### src/rtl/stk_pkg.sv
// Shared types for the stack pipeline: opcodes, pointer/count widths,
// the per-engine context record and the dealloc queue depth.
package stk_pkg;
  localparam int ENGS_N = 4;
  localparam int PTR_W  = 8;
  localparam int DQ_N   = 4;
  localparam int DQ_AW  = $clog2(DQ_N);
  localparam int ENG_W  = $clog2(ENGS_N);
  localparam int CNT_W  = PTR_W + 1;
  localparam int DAT_W  = 128;

  typedef logic [PTR_W-1:0] ptr_t;
  typedef logic [ENG_W-1:0] engid_t;
  typedef logic [CNT_W-1:0] cnt_t;

  localparam cnt_t DEPTH_MAX = cnt_t'(2 ** PTR_W);

  typedef enum logic [1:0] {
    OP_NOP  = 2'd0,
    OP_PUSH = 2'd1,
    OP_POP  = 2'd2,
    OP_INV  = 2'd3
  } opcode_t;

  typedef struct packed {
    logic head_vld;
    ptr_t head_ptr;
    logic tail_vld;
    ptr_t tail_ptr;
    cnt_t cnt;
  } ctx_t;

  function automatic logic [ENGS_N-1:0] onehot(input engid_t e);
    logic [ENGS_N-1:0] r;
    r    = '0;
    r[e] = 1'b1;
    return r;
  endfunction
endpackage

### src/rtl/stk_pipe_wrbk_dq.sv
// Dealloc FIFO returning freed line pointers to the allocator; tracks
// overflow (sticky) and raises admission stall near full.
module stk_pipe_wrbk_dq
  import stk_pkg::*;
(
  input  logic clk,
  input  logic rst_n,
  input  logic enq_i,
  input  ptr_t enq_ptr_i,
  input  logic deq_rdy_i,
  output logic vld_o,
  output ptr_t ptr_o,
  output logic stall_o,
  output logic ovf_o
);
  typedef logic [DQ_AW:0] qp_t;

  ptr_t mem_q [DQ_N];
  qp_t  wr_q, wr_d, rd_q, rd_d, occ_d;
  logic stall_q, ovf_q;
  logic empty, full, deq, enq_ok;

  assign empty  = wr_q == rd_q;
  assign full   = (wr_q[DQ_AW] != rd_q[DQ_AW]) &&
                  (wr_q[DQ_AW-1:0] == rd_q[DQ_AW-1:0]);
  assign deq    = !empty && deq_rdy_i;
  // A same-cycle dequeue frees the slot, so enqueue at full is legal then.
  assign enq_ok = enq_i && (!full || deq);

  always_comb begin
    wr_d  = wr_q + qp_t'(enq_ok);
    rd_d  = rd_q + qp_t'(deq);
    occ_d = wr_d - rd_d;
  end

  always_ff @(posedge clk) begin
    if (!rst_n) begin
      wr_q    <= '0;
      rd_q    <= '0;
      stall_q <= 1'b0;
      ovf_q   <= 1'b0;
    end else begin
      wr_q    <= wr_d;
      rd_q    <= rd_d;
      stall_q <= occ_d >= qp_t'(DQ_N - 2);
      if (enq_i && !enq_ok) ovf_q <= 1'b1;
    end
  end

  always_ff @(posedge clk) begin
    if (enq_ok) mem_q[wr_q[DQ_AW-1:0]] <= enq_ptr_i;
  end

  assign vld_o   = !empty;
  assign ptr_o   = mem_q[rd_q[DQ_AW-1:0]];
  assign stall_o = stall_q;
  assign ovf_o   = ovf_q;
endmodule

### src/rtl/stk_pipe_wrbk.sv
// Writeback stage: commits MEM updates to per-engine context and responds.
// Optional per-engine counters under STK_PIPE_WRBK_STATS_EN.
module stk_pipe_wrbk
  import stk_pkg::*;
(
  input  logic                     clk,
  input  logic                     arst_n,
  input  logic                     i_wrbk_uc_vld_r,
  input  engid_t                   i_wrbk_uc_engid_r,
  input  opcode_t                  i_wrbk_uc_opcode_r,
  input  logic                     i_wrbk_uc_head_vld_r,
  input  ptr_t                     i_wrbk_uc_head_ptr_r,
  input  logic                     i_wrbk_uc_tail_vld_r,
  input  ptr_t                     i_wrbk_uc_tail_ptr_r,
  input  logic [DAT_W-1:0]         i_wrbk_dat_r,
  output logic [ENGS_N-1:0]        o_ctx_head_vld_r,
  output logic [ENGS_N*PTR_W-1:0]  o_ctx_head_ptr_r,
  output logic [ENGS_N-1:0]        o_ctx_tail_vld_r,
  output logic [ENGS_N*PTR_W-1:0]  o_ctx_tail_ptr_r,
  output logic [ENGS_N-1:0]        o_ctx_empty_r,
  output logic [ENGS_N-1:0]        o_rsp_vld,
  output logic                     o_rsp_err,
  output logic [DAT_W-1:0]         o_rsp_dat,
  output logic                     o_dealloc_vld,
  output ptr_t                     o_dealloc_ptr,
  input  logic                     i_dealloc_rdy,
  output logic                     o_ad_stall_r,
  output logic                     o_dq_ovf_r
`ifdef STK_PIPE_WRBK_STATS_EN
  ,
  output logic [ENGS_N*32-1:0]     o_stat_push,
  output logic [ENGS_N*32-1:0]     o_stat_pop,
  output logic [ENGS_N*32-1:0]     o_stat_err
`endif
);
  ctx_t              ctx_q [ENGS_N];
  ctx_t              ctx_d [ENGS_N];
  ctx_t              cur;
  logic [ENGS_N-1:0] rsp_vld_q, rsp_vld_d;
  logic              rsp_err_q, rsp_err_d;
  logic [DAT_W-1:0]  rsp_dat_q, rsp_dat_d;
  logic              enq, push_ok, pop_ok, err;
  ptr_t              enq_ptr;
  engid_t            eng;

  // Tail is derived locally from head on first push and on drain.
  logic unused_tail;
  assign unused_tail = ^{i_wrbk_uc_tail_vld_r, i_wrbk_uc_tail_ptr_r};

  assign eng = i_wrbk_uc_engid_r;

  always_comb begin
    ctx_d     = ctx_q;
    cur       = ctx_q[eng];
    rsp_vld_d = '0;
    rsp_err_d = 1'b0;
    rsp_dat_d = '0;
    enq       = 1'b0;
    enq_ptr   = ctx_q[eng].head_ptr;
    push_ok   = 1'b0;
    pop_ok    = 1'b0;
    err       = 1'b0;
    if (i_wrbk_uc_vld_r && i_wrbk_uc_opcode_r != OP_NOP) begin
      rsp_vld_d = onehot(eng);
      case (i_wrbk_uc_opcode_r)
        OP_PUSH: begin
          if (cur.cnt == DEPTH_MAX) begin
            err = 1'b1;
          end else begin
            push_ok      = 1'b1;
            cur.head_ptr = i_wrbk_uc_head_ptr_r;
            cur.head_vld = 1'b1;
            if (cur.cnt == cnt_t'(0)) begin
              cur.tail_ptr = i_wrbk_uc_head_ptr_r;
              cur.tail_vld = 1'b1;
            end
            cur.cnt = cur.cnt + cnt_t'(1);
          end
        end
        OP_POP: begin
          if (cur.cnt == cnt_t'(0)) begin
            err = 1'b1;
          end else begin
            pop_ok       = 1'b1;
            enq          = 1'b1;
            rsp_dat_d    = i_wrbk_dat_r;
            cur.head_ptr = i_wrbk_uc_head_ptr_r;
            cur.head_vld = i_wrbk_uc_head_vld_r;
            if (cur.cnt == cnt_t'(1)) begin
              cur.head_vld = 1'b0;
              cur.tail_vld = 1'b0;
            end
            cur.cnt = cur.cnt - cnt_t'(1);
          end
        end
        default: err = 1'b1;
      endcase
      rsp_err_d  = err;
      ctx_d[eng] = cur;
    end
  end

  always_ff @(posedge clk) begin
    if (!arst_n) begin
      for (int i = 0; i < ENGS_N; i++) ctx_q[i] <= '0;
      rsp_vld_q <= '0;
      rsp_err_q <= 1'b0;
      rsp_dat_q <= '0;
    end else begin
      ctx_q     <= ctx_d;
      rsp_vld_q <= rsp_vld_d;
      rsp_err_q <= rsp_err_d;
      rsp_dat_q <= rsp_dat_d;
    end
  end

  for (genvar g = 0; g < ENGS_N; g++) begin : g_ctx
    assign o_ctx_head_vld_r[g]              = ctx_q[g].head_vld;
    assign o_ctx_head_ptr_r[g*PTR_W +: PTR_W] = ctx_q[g].head_ptr;
    assign o_ctx_tail_vld_r[g]              = ctx_q[g].tail_vld;
    assign o_ctx_tail_ptr_r[g*PTR_W +: PTR_W] = ctx_q[g].tail_ptr;
    assign o_ctx_empty_r[g]                 = ctx_q[g].cnt == cnt_t'(0);
  end

  assign o_rsp_vld = rsp_vld_q;
  assign o_rsp_err = rsp_err_q;
  assign o_rsp_dat = rsp_dat_q;

  stk_pipe_wrbk_dq u_dq (
    .clk       (clk),
    .rst_n     (arst_n),
    .enq_i     (enq),
    .enq_ptr_i (enq_ptr),
    .deq_rdy_i (i_dealloc_rdy),
    .vld_o     (o_dealloc_vld),
    .ptr_o     (o_dealloc_ptr),
    .stall_o   (o_ad_stall_r),
    .ovf_o     (o_dq_ovf_r)
  );

`ifdef STK_PIPE_WRBK_STATS_EN
  logic [31:0] st_push_q [ENGS_N];
  logic [31:0] st_pop_q  [ENGS_N];
  logic [31:0] st_err_q  [ENGS_N];

  always_ff @(posedge clk) begin
    if (!arst_n) begin
      for (int i = 0; i < ENGS_N; i++) begin
        st_push_q[i] <= '0;
        st_pop_q[i]  <= '0;
        st_err_q[i]  <= '0;
      end
    end else begin
      if (push_ok && st_push_q[eng] != '1) st_push_q[eng] <= st_push_q[eng] + 32'd1;
      if (pop_ok && st_pop_q[eng] != '1) st_pop_q[eng] <= st_pop_q[eng] + 32'd1;
      if (err && st_err_q[eng] != '1) st_err_q[eng] <= st_err_q[eng] + 32'd1;
    end
  end

  for (genvar g = 0; g < ENGS_N; g++) begin : g_st
    assign o_stat_push[g*32 +: 32] = st_push_q[g];
    assign o_stat_pop[g*32 +: 32]  = st_pop_q[g];
    assign o_stat_err[g*32 +: 32]  = st_err_q[g];
  end
`endif
endmodule

### config.mk
export PLATFORM = sky130hd
export DESIGN_NAME = stk_pipe_wrbk
export DESIGN_NICKNAME = d
export VERILOG_FILES = /design/src/rtl/stk_pkg.sv /design/src/rtl/stk_pipe_wrbk_dq.sv /design/src/rtl/stk_pipe_wrbk.sv
export SDC_FILE = /design/constraint.sdc
export NUM_CORES = 1
export LEC_CHECK = 0
export BUFFER_PORTS_ARGS = -buffer_cell sky130_fd_sc_hd__buf_2
export CAP_MARGIN = 10
export CELL_PAD_IN_SITES_DETAIL_PLACEMENT = 1
export CELL_PAD_IN_SITES_GLOBAL_PLACEMENT = 2
export CORE_MARGIN = 3
export CORE_UTILIZATION = 33
export DETAILED_ROUTE_END_ITERATION = 8
export PLACE_DENSITY_LB_ADDON = 0.25
export SETUP_SLACK_MARGIN = 0.05
export SLEW_MARGIN = 10
export SYNTH_ARGS = -nofsm -noshare
export SYNTH_HDL_FRONTEND = slang
export SYNTH_SLANG_ARGS = --single-unit
### constraint.sdc
create_clock -name clk -period 8.7 [get_ports clk]
set_input_delay 2.61 -clock clk [delete_from_list [all_inputs] [get_ports clk]]
set_output_delay 2.61 -clock clk [all_outputs]
set_load 0.02 [all_outputs]
# ---- Word-level counts from Yosys, hierarchy flattened
# Memories as Yosys holds them, arrays and structs flattened. A register that Yosys moved wholly into a read port is not among the register bits.
# Index checks and enable logic that the tools add are counted.
dict set report word_totals {
  ff_bits 249
  mem_bits_rw 32
  input_bits 154
  out_inout_bits 220
  wordCells 97
  mem_count 1
}
dict set report classes {
  add_sub_neg 5
  order_cmp 5
  n_eq_ne 7
  muxes 29
  bitwise 4
  n_reduce_logical 19
}
# name depth width rd rd_ports_with_merged_regs wr line
set memory_table {}
lappend memory_table {u_dq.mem_q 4 8 1 1 1 stk_pipe_wrbk_dq.sv:18} ;# ptr_t mem_q [DQ_N];
# op count
set op_table {}
lappend op_table {{$bwmux W108} 1}
lappend op_table {{$mux W27} 4}
lappend op_table {{$bmux W27 S2} 1}
lappend op_table {{$demux W27 S2} 1}
lappend op_table {{$logic_not A9 Y1} 5}
lappend op_table {{$mux W9} 3}
lappend op_table {{$mux W10} 2}
lappend op_table {{$pmux W10 S2} 1}
lappend op_table {{$pmux W9 S2} 1}
lappend op_table {{$mux W8} 2}
lappend op_table {{$mux W1} 10}
lappend op_table {{$add A9 B1 Y9 const B} 1}
lappend op_table {{$eq A9 B1 Y1 const B} 1}
lappend op_table {{$eq A9 B9 Y1 const B} 1}
lappend op_table {{$sub A9 B1 Y9 const B} 1}
lappend op_table {{$logic_and A1 B1 Y1} 7}
lappend op_table {{$add A3 B1 Y3} 2}
lappend op_table {{$reduce_or A4 Y1} 1}
lappend op_table {{$eq A3 B3 Y1} 1}
lappend op_table {{$ge A3 B2 Y1 const B} 1}
lappend op_table {{$ge A3 B3 Y1 const B} 1}
lappend op_table {{$logic_not A1 Y1} 3}
lappend op_table {{$lt A2 B3 Y1 const B} 1}
lappend op_table {{$lt A3 B1 Y1 const B} 1}
lappend op_table {{14 further kinds} 16}

# ---- Depth between registers and ports, before layout
# Gate-level depths: netlist (run 1).
dict set report depth {
  word_depth 12
  mapped_depth 17
  mapped_depth_nobuf 15
}

# ---- Cells and area by module
# A second synthesis (run 1) with hierarchy kept.
dict set report hier_totals {
  hier_cells 1017
  area_unflattened_um2 11005.6
}
# module instances cells_per_inst area_each_um2 seq_area_each_um2
set modules_own_cells {}
lappend modules_own_cells {stk_pipe_wrbk 1 932 9366.5 4824.6}
lappend modules_own_cells {stk_pipe_wrbk_dq 1 85 1639.1 1121.1}

# ---- Least setup slack after synthesis (run 1)
# OpenSTA, ideal clock, no wires.
dict set report synth_timing {
  path_kind {input to register}
  startpoint {in i_wrbk_uc_engid_r[0]}
  endpoint {reg u_dq.stall_q, in the netlist u_dq.stall_o}
  setup_ns 0.118
  t_arrival_ns 5.902
  t_required_ns 8.582
  setup_slack_ns 2.680
  cell_stages 17
  n_path_buf 2
  cell_sequence {buf_2 -> buf_2 -> mux4_2 -> inv_1 -> ha_1 -> nor2b_1 -> a22oi_1 -> nor3_4 -> nor4_1 -> ha_1 -> inv_1 -> ha_1 -> inv_1 -> fa_1 -> xnor2_1 -> nor2_1 -> nor2_1}
}
dict set report synth_via {
  elab_chain_cells 12
}
# element line
set synth_rtl {}
lappend synth_rtl {{start: declaration} stk_pipe_wrbk.sv:9} ;# input engid_t i_wrbk_uc_engid_r,
lappend synth_rtl {{$not A2 Y3 (not written as such)} stk_pipe_wrbk.sv:54} ;# cur = ctx_q[eng];
lappend synth_rtl {{$bmux W27 S2} stk_pipe_wrbk.sv:54}
lappend synth_rtl {{$mux W27 (2 in series)} -}
lappend synth_rtl {{$logic_not A9 Y1} stk_pipe_wrbk.sv:81} ;# if (cur.cnt == cnt_t'(0)) begin
lappend synth_rtl {{$mux W1} stk_pipe_wrbk.sv:81}
lappend synth_rtl {{$mux W1} stk_pipe_wrbk.sv:65} ;# case (i_wrbk_uc_opcode_r)
lappend synth_rtl {{$mux W1} stk_pipe_wrbk.sv:63} ;# if (i_wrbk_uc_vld_r && i_wrbk_uc_opcode_r != OP_NOP) begin
lappend synth_rtl {{$logic_and A1 B1 Y1} stk_pipe_wrbk_dq.sv:28} ;# assign enq_ok = enq_i && (!full || deq);
lappend synth_rtl {{$add A3 B1 Y3} stk_pipe_wrbk_dq.sv:31} ;# wr_d = wr_q + qp_t'(enq_ok);
lappend synth_rtl {{via u_dq.wr_d[0]} stk_pipe_wrbk_dq.sv:19} ;# qp_t wr_q, wr_d, rd_q, rd_d, occ_d;
lappend synth_rtl {{$sub A3 B3 Y3} stk_pipe_wrbk_dq.sv:33} ;# occ_d = wr_d - rd_d;
lappend synth_rtl {{$ge A3 B2 Y1} stk_pipe_wrbk_dq.sv:45} ;# stall_q <= occ_d >= qp_t'(DQ_N - 2);
lappend synth_rtl {{end signal: assignment} stk_pipe_wrbk_dq.sv:45}
lappend synth_rtl {{end: declaration} stk_pipe_wrbk_dq.sv:20} ;# logic stall_q, ovf_q;
# The timed path passes the listed nets, and every way through them passes these cells. The select of a mux whose other input is x is not followed.
# A chain may end at the register's enable or synchronous reset.

# ---- Final worst setup path (run 1)
dict set report layout_timing {
  startpoint {in i_wrbk_uc_engid_r[1]}
  endpoint {reg u_dq.stall_q, in the netlist u_dq.stall_o}
}
# The elaborated chain is that of the path after synthesis.

==> flow_metrics.py, run 1 <==
metrics = {
    "status": {
        "status": "finished, final reports clean",
    },
    "power_and_ir_drop": {
        "pwr-share-seq_pct": 46.9,
        "power.share.switching_pct": 25.0,
        "power.density_nw_per_um2": 215,
        "p_int_uw": 2180,
        "peakVddDrop_uv": 163,
        "p_sw_uw": 728,
        "clkPwrFrac_pct": 43.5,
        "leakagePower_uw": 0.00614,
        "pwr-share-comb_pct": 9.6,
    },
    "timing": {
        "finClkSkew_ps": 12.2,
        "report.final.slew_viol_count": 0,
        "setup_tns_ps": 0,
        "rsz0062_at_grt": "no",
        "tightest_slew_ps": 1030,
        "post-route-min-period_ps": 6410,
        "hold_slack_ps": 473,
        "fmax_ghz": 0.156,
        "slew_headroom_pct": 31.1,
        "hold_viol_final": 0,
        "period_share_pct": 73.7,
        "setup_violations": 0,
    },
    "clock_tree": {
        "cts_hold_buf": 0,
        "numCtsBuffers": 31,
        "cts_tree": "yes",
        "cts_resized": 0,
        "cts.sinks": 281,
        "clk_pin_slew_ps": 60,
        "htree_levels": 1,
        "cts-root-buf": "clkbuf_16",
        "cts_setup_buffers": 0,
        "clk_latency_ps": 570,
        "clock_path_buffers": 3,
    },
    "synth": {
        "netlist_area_sq_um": 10900,
        "yosysWarningCount": 0,
        "postSynthCellCount": 1014,
        "ys_ff_latch": 281,
        "syn_area_per_cell_sq_um": 10.7,
        "netlist-cell-type-count": 56,
        "synth_top_flop_cell": "dfxtp_1",
        "synth_edf_count": 32,
        "synth.top_cell.area_share_pct": 45.9,
        "synth_nets": 1181,
        "seq_area_frac_synth_pct": 54.7,
        "netlist_top_cells_area": "dfxtp_1, edfxtp_1, and2_1",
        "yosysTopAreaCell": "dfxtp_1",
        "synthArstFlopShare_pct": 0,
    },
    "final_layout": {
        "diodes": 0,
        "final_nets": 1450,
        "drive_gt1_share_pct": 36.0,
        "fill_cells": 3653,
        "areaGrowthSynthToFinish_pct": 24.3,
        "ff_latch_area_sq_um": 5950,
        "multi_input_area_sq_um": 4070,
    },
    "routing": {
        "drtAntennaViolNets": 0,
        "drcViolationCount": 0,
        "dr.first_iter.drc_count": 342,
        "wirelength_microns": 33700,
        "dr.pass1.iters": 4,
        "viasPerCell": 4.84,
        "num_vias": 8432,
        "detail_route.wl_per_cell_microns": 19.4,
    },
    "critical_path": {
        "start_kind": "primary input",
        "crit_required_ps": 9150,
        "r2r_slack_ps": 4830,
        "worstPathArrival_ps": 6860,
        "critPathCaptureType": "flop",
        "worst-setup-path-type": "primary input to flop",
        "crit_fanout": 35,
    },
    "placement": {
        "port_buffers": 364,
        "dp_hpwl_microns": 24500,
        "routabilityCongestion": 0.789,
    },
    "floorplanning": {
        "initial_core_util_pct": 34.0,
        "io_pins": 374,
        "die_h_microns": 187,
        "die_w_microns": 187,
        "fp-row-count": 65,
        "dieArea_sq_um": 35100,
        "core_sq_um": 32000,
    },
    "flow_run": {
        "maxCapViolations": 0,
    },
    "grt": {
        "antenna_found_initial": 5,
        "grt_pass1_wl_microns": 52100,
        "gr-total-overflow": 0,
        "grt_max_degree": 130,
        "track_usage_pct": 18.6,
        "grt_pass1_vias": 8696,
    },
    "hold_path": {
        "hold_class": "flop to flop",
    },
}
[Yosys cell counts (4+ instances only)]
| library cell | number |
|---|---|
| a21oi_1 | 101 |
| a22o_1 | 10 |
| a22oi_1 | 4 |
| a31oi_1 | 7 |
| and2_1 | 135 |
| and3_1 | 4 |
| buf_2 | 9 |
| buf_4 | 72 |
| clkbuf_1 | 53 |
| dfxtp_1 | 249 |
| edfxtp_1 | 32 |
| ha_1 | 12 |
| inv_1 | 15 |
| mux2i_1 | 14 |
| mux4_2 | 34 |
| nand2_1 | 31 |
| nand3_1 | 14 |
| nor2_1 | 27 |
| nor3_1 | 9 |
| nor4_1 | 10 |
| o211ai_1 | 5 |
| o21ai_0 | 100 |
| o22ai_1 | 8 |
| o32ai_1 | 4 |
| o41ai_1 | 4 |
| xnor2_1 | 6 |
[layout by cell type (no fill, tap or decap), types with 3 or more instances in the layout]
cell type and n:
buf_2 364, dfxtp_1 249, and2_1 135, a21oi_1 101, o21ai_0 100, mux4_2 34
edfxtp_1 32, nand2_1 31, clkbuf_16 31, nor2_1 26, inv_1 15, mux2i_1 14
nand3_1 14, ha_1 12, a22o_1 10, clkinv_2 10, nor4_1 9, buf_4 9
nor3_1 8, o22ai_1 8, a31oi_1 7, xnor2_1 6, clkbuf_8 6, clkbuf_1 6
o211ai_1 5, o41ai_1 4, a22oi_1 4, o32ai_1 4, and3_1 4, or3_1 3
o31a_1 3, o21ba_2 3
[cell type report]
type	count	area share [%]
multi-input cells	579	30.2
well taps	435	4.03
clock inverters	13	0.788
clock buffers	43	6.52
inverters	17	0.473
flip-flops and latches	281	44.0
repair buffers	373	14.0
[registers in the layout, indices dropped and copies added (netlist names)]
signal            cells
o_rsp_dat           128
o_rsp_err             1
o_ctx_head_vld_r      4
o_rsp_vld             4
u_dq.ovf_o            1
u_dq.rd_q             3
u_dq.stall_o          1
u_dq.wr_q             3
ctx_q                36
u_dq.mem_q           32
o_ctx_head_ptr_r     32
o_ctx_tail_ptr_r     32
o_ctx_tail_vld_r      4
[final timing paths]
check / depth (start not counted) / endpoint / start
min reg2reg: 1 / u_dq.ovf_o / u_dq.ovf_o
min: 1 / u_dq.ovf_o / u_dq.ovf_o
max reg2reg: 15 / u_dq.stall_o / ctx_q[0]
max: 16 / u_dq.stall_o / i_wrbk_uc_engid_r[1]
[power groups by stage]
stage               combinational [uW]  clock, uW  sequential (uW)
floorplan                          183          0             1390
detailed placement                 284          0             1390
global placement                   280          0             1390
global route                       310       1370             1370
CTS                                285       1310             1360
finish                             280       1270             1360
[routing by layer]
| layer | share of wire, % | up-vias | global-route usage, % |
|---|---|---|---|
| li1 | - | 4044 | - |
| met1 | 39 | 4046 | 21.7 |
| met2 | 49 | 272 | 32.4 |
| met3 | 8.6 | 62 | 6.63 |
| met4 | 2.7 | 8 | 4.94 |
| met5 | 0.16 | - | 0 |
[cells by family after synthesis]
family,synth area share (%)
adder cells (fa/ha/maj),1.57
buffers and inverters,7.91
multiplexers,8.55
flip-flops,54.7
AO/OA/AOI/OAI,13.7
XOR/XNOR,0.565
AND/OR/NAND/NOR,13.0
[critical path, cell delays in order]
cell     delay [ps]
buf_2           720
mux4_2          460
inv_1           110
ha_1            290
nor2b_1         180
a22oi_1         420
nor3_4          140
nor4_1          640
ha_1            350
inv_1            80
ha_1            140
inv_1            50
fa_1            370
xnor2_1         130
nor2_1          100
nor2_1           50
[stage by stage]
| step | util, % | power, uW | area (sq um) | std cells | setup slack, ps |
|---|---|---|---|---|---|
| 2_1_floorplan | - | 1580 | 10900 | 1014 | 2680 |
| 3_3_place_gp | 39.2 | 1670 | 12500 | 1685 | 1760 |
| 3_5_place_dp | 39.2 | 1680 | 12500 | 1685 | 1700 |
| 4_1_cts | 42.3 | 2960 | 13500 | 1741 | 2280 |
| 5_1_grt | 42.3 | 3050 | 13500 | 1741 | 1890 |
| 6_report | 42.3 | 2910 | 13500 | 1741 | 2290 |
Power figures use the tool's default switching activity.
==> run 2, diff against run 1 <==
--- a/config.mk
+++ b/config.mk
@@ -10,7 +10,7 @@
 export CELL_PAD_IN_SITES_DETAIL_PLACEMENT = 1
 export CELL_PAD_IN_SITES_GLOBAL_PLACEMENT = 2
 export CORE_MARGIN = 3
-export CORE_UTILIZATION = 33
+export CORE_UTILIZATION = 30
 export DETAILED_ROUTE_END_ITERATION = 8
 export PLACE_DENSITY_LB_ADDON = 0.25
 export SETUP_SLACK_MARGIN = 0.05
==> constraint.sdc (replaced) <==
create_clock -name clk -period 6.35 [get_ports clk]
set_input_delay 1.905 -clock clk [delete_from_list [all_inputs] [get_ports clk]]
set_output_delay 1.905 -clock clk [all_outputs]
set_load 0.02 [all_outputs]
==> flow_metrics.py, run 2 (synthesized netlist as in run 1, its figures left out) <==
metrics = {
    "timing": {
        "tightest_slew_ps": 1040,
        "period_share_pct": 78.7,
        "hold_viol_final": 0,
        "report.final.slew_viol_count": 0,
        "fmax_ghz": 0.200,
        "post-route-min-period_ps": 5000,
        "rsz0062_at_grt": "no",
        "setup_violations": 0,
        "setup_tns_ps": 0,
        "slew_headroom_pct": 29.5,
        "finClkSkew_ps": 10.8,
        "hold_slack_ps": 476,
    },
    "routing": {
        "viasPerCell": 4.79,
        "num_vias": 8524,
        "dr.pass1.iters": 4,
        "wirelength_microns": 35600,
        "detail_route.wl_per_cell_microns": 20.0,
        "drtAntennaViolNets": 0,
        "dr.first_iter.drc_count": 299,
        "drcViolationCount": 0,
    },
    "floorplanning": {
        "die_w_microns": 196,
        "dieArea_sq_um": 38500,
        "die_h_microns": 196,
        "fp-row-count": 69,
        "initial_core_util_pct": 30.5,
        "core_sq_um": 35700,
        "io_pins": 374,
    },
    "clock_tree": {
        "cts_resized": 0,
        "cts-root-buf": "clkbuf_16",
        "cts_hold_buf": 0,
        "cts.sinks": 281,
        "cts_setup_buffers": 0,
        "htree_levels": 2,
        "clk_pin_slew_ps": 50,
        "numCtsBuffers": 35,
        "clk_latency_ps": 520,
        "clock_path_buffers": 3,
        "cts_tree": "yes",
    },
    "critical_path": {
        "critPathMaxStageDelay_ps": 710,
        "critPathCaptureType": "flop",
        "rr_worst_depth": 15,
        "start_kind": "primary input",
        "crit_fanout": 17,
        "r2r_end": "u_dq.stall_o",
        "r2r_slack_ps": 2710,
        "path_cells": "buf_2 -> buf_4 -> mux4_2 -> or3_4 -> nor3_4 -> nor4_1 -> ha_1 -> ha_1 -> fa_1 -> xnor2_1 -> nor2_1 -> nor2_1",
        "worstPathArrival_ps": 5400,
        "r2r-start": "ctx_q[27]",
        "slowest_stage": "mux4_2",
        "crit_required_ps": 6750,
        "worst-setup-path-type": "primary input to flop",
    },
    "placement": {
        "port_buffers": 364,
        "routabilityCongestion": 0.802,
        "placedCellCount": 1717,
        "dp_hpwl_microns": 26200,
    },
    "grt": {
        "track_usage_pct": 18.1,
        "grt_max_degree": 111,
        "grt_pass1_vias": 8756,
        "grt_pass1_wl_microns": 54100,
        "antenna_found_initial": 2,
        "gr-total-overflow": 0,
    },
    "final_layout": {
        "drive_gt1_share_pct": 36.2,
        "layout_commonest_cell": "buf_2",
        "final_cell_mix": "buf_2, dfxtp_1, and2_1, a21oi_1, o21ai_0",
        "largest_reg_flops": 128,
        "final_nets": 1460,
        "fill_cells": 4053,
        "multi_input_area_sq_um": 4070,
        "ff_latch_area_sq_um": 5950,
        "fin_cells": 1780,
        "final_core_util_pct": 38.5,
        "areaGrowthSynthToFinish_pct": 26.4,
    },
    "power_and_ir_drop": {
        "leakagePower_uw": 0.00622,
        "peakVddDrop_uv": 186,
        "power.density_nw_per_um2": 306,
    },
    "hold_path": {
        "hold_class": "flop to flop",
        "hold_end": "u_dq.ovf_o",
        "hold_start": "u_dq.ovf_o",
        "hold_depth": 1,
    },
    "status": {
        "status": "finished, final reports clean",
    },
    "flow_run": {
        "maxCapViolations": 0,
    },
}
-- run 2: cell count changes in the layout (fill, tap and decap cells not counted), sizes merged --
cell | before | now
buf | 373 | 379
clkbuf | 43 | 47
diode | 0 | 3
bufinv | 1 | 3
clkinv | 12 | 10
clkinvlp | 0 | 1
inv | 17 | 16
-- run 2: per-layer routing --
metal	GRT usage [%]	share of wire, %	up-vias
li1	-	-	4069
met1	22.2	42	4116
met2	29.4	48	283
met3	6.20	7.9	56
met4	6.89	2.9	0
met5	0	0	-
-- run 2: worst max-delay path by stage --
stage / endpoint / cells after the start / start / slack, ps
2_1_floorplan: u_dq.stall_o / 17 / i_wrbk_uc_engid_r[0] / 1040
3_3_place_gp: u_dq.stall_o / 12 / i_wrbk_uc_engid_r[0] / 820
3_5_place_dp: u_dq.stall_o / 12 / i_wrbk_uc_engid_r[0] / 790
4_1_cts: u_dq.stall_o / 12 / i_wrbk_uc_engid_r[0] / 1350
5_1_grt: u_dq.stall_o / 16 / i_wrbk_uc_engid_r[0] / 1180
6_report: u_dq.stall_o / 12 / i_wrbk_uc_engid_r[0] / 1350
-- run 2: worst max-delay path: cells and delay by family --
family / cells / cell delay [ps]
mux: 1 / 710
xor+xnor: 1 / 130
simple gates: 5 / 1170
fa+ha+maj: 3 / 960
buf+inv: 2 / 520
-- run 2: metrics by stage --
step | instance area (sq um) | setup slack, ps | total power, uW
floorplan | 10900 | 1040 | 2160
global placement | 12600 | 818 | 2300
detailed placement | 12600 | 788 | 2300
CTS | 13700 | 1350 | 4280
global route | 13700 | 1180 | 4380
finish | 13700 | 1350 | 4200
-- run 2: final cells by class --
class | instances | area share (%)
clock inverters | 13 | 1.08
clock buffers | 47 | 7.00
diodes | 3 | 0.0547
multi-input cells | 579 | 29.7
well taps | 461 | 4.20
repair buffers | 379 | 14.2
inverters | 17 | 0.465
flip-flops and latches | 281 | 43.3
-- run 2: where the power goes --
group | internal, uW | leakage [uW] | switching, uW
clock | 1180 | 0.000546 | 753
combinational | 145 | 0.00338 | 246
sequential | 1840 | 0.00229 | 29.6
total | 3170 | 0.00622 | 1030
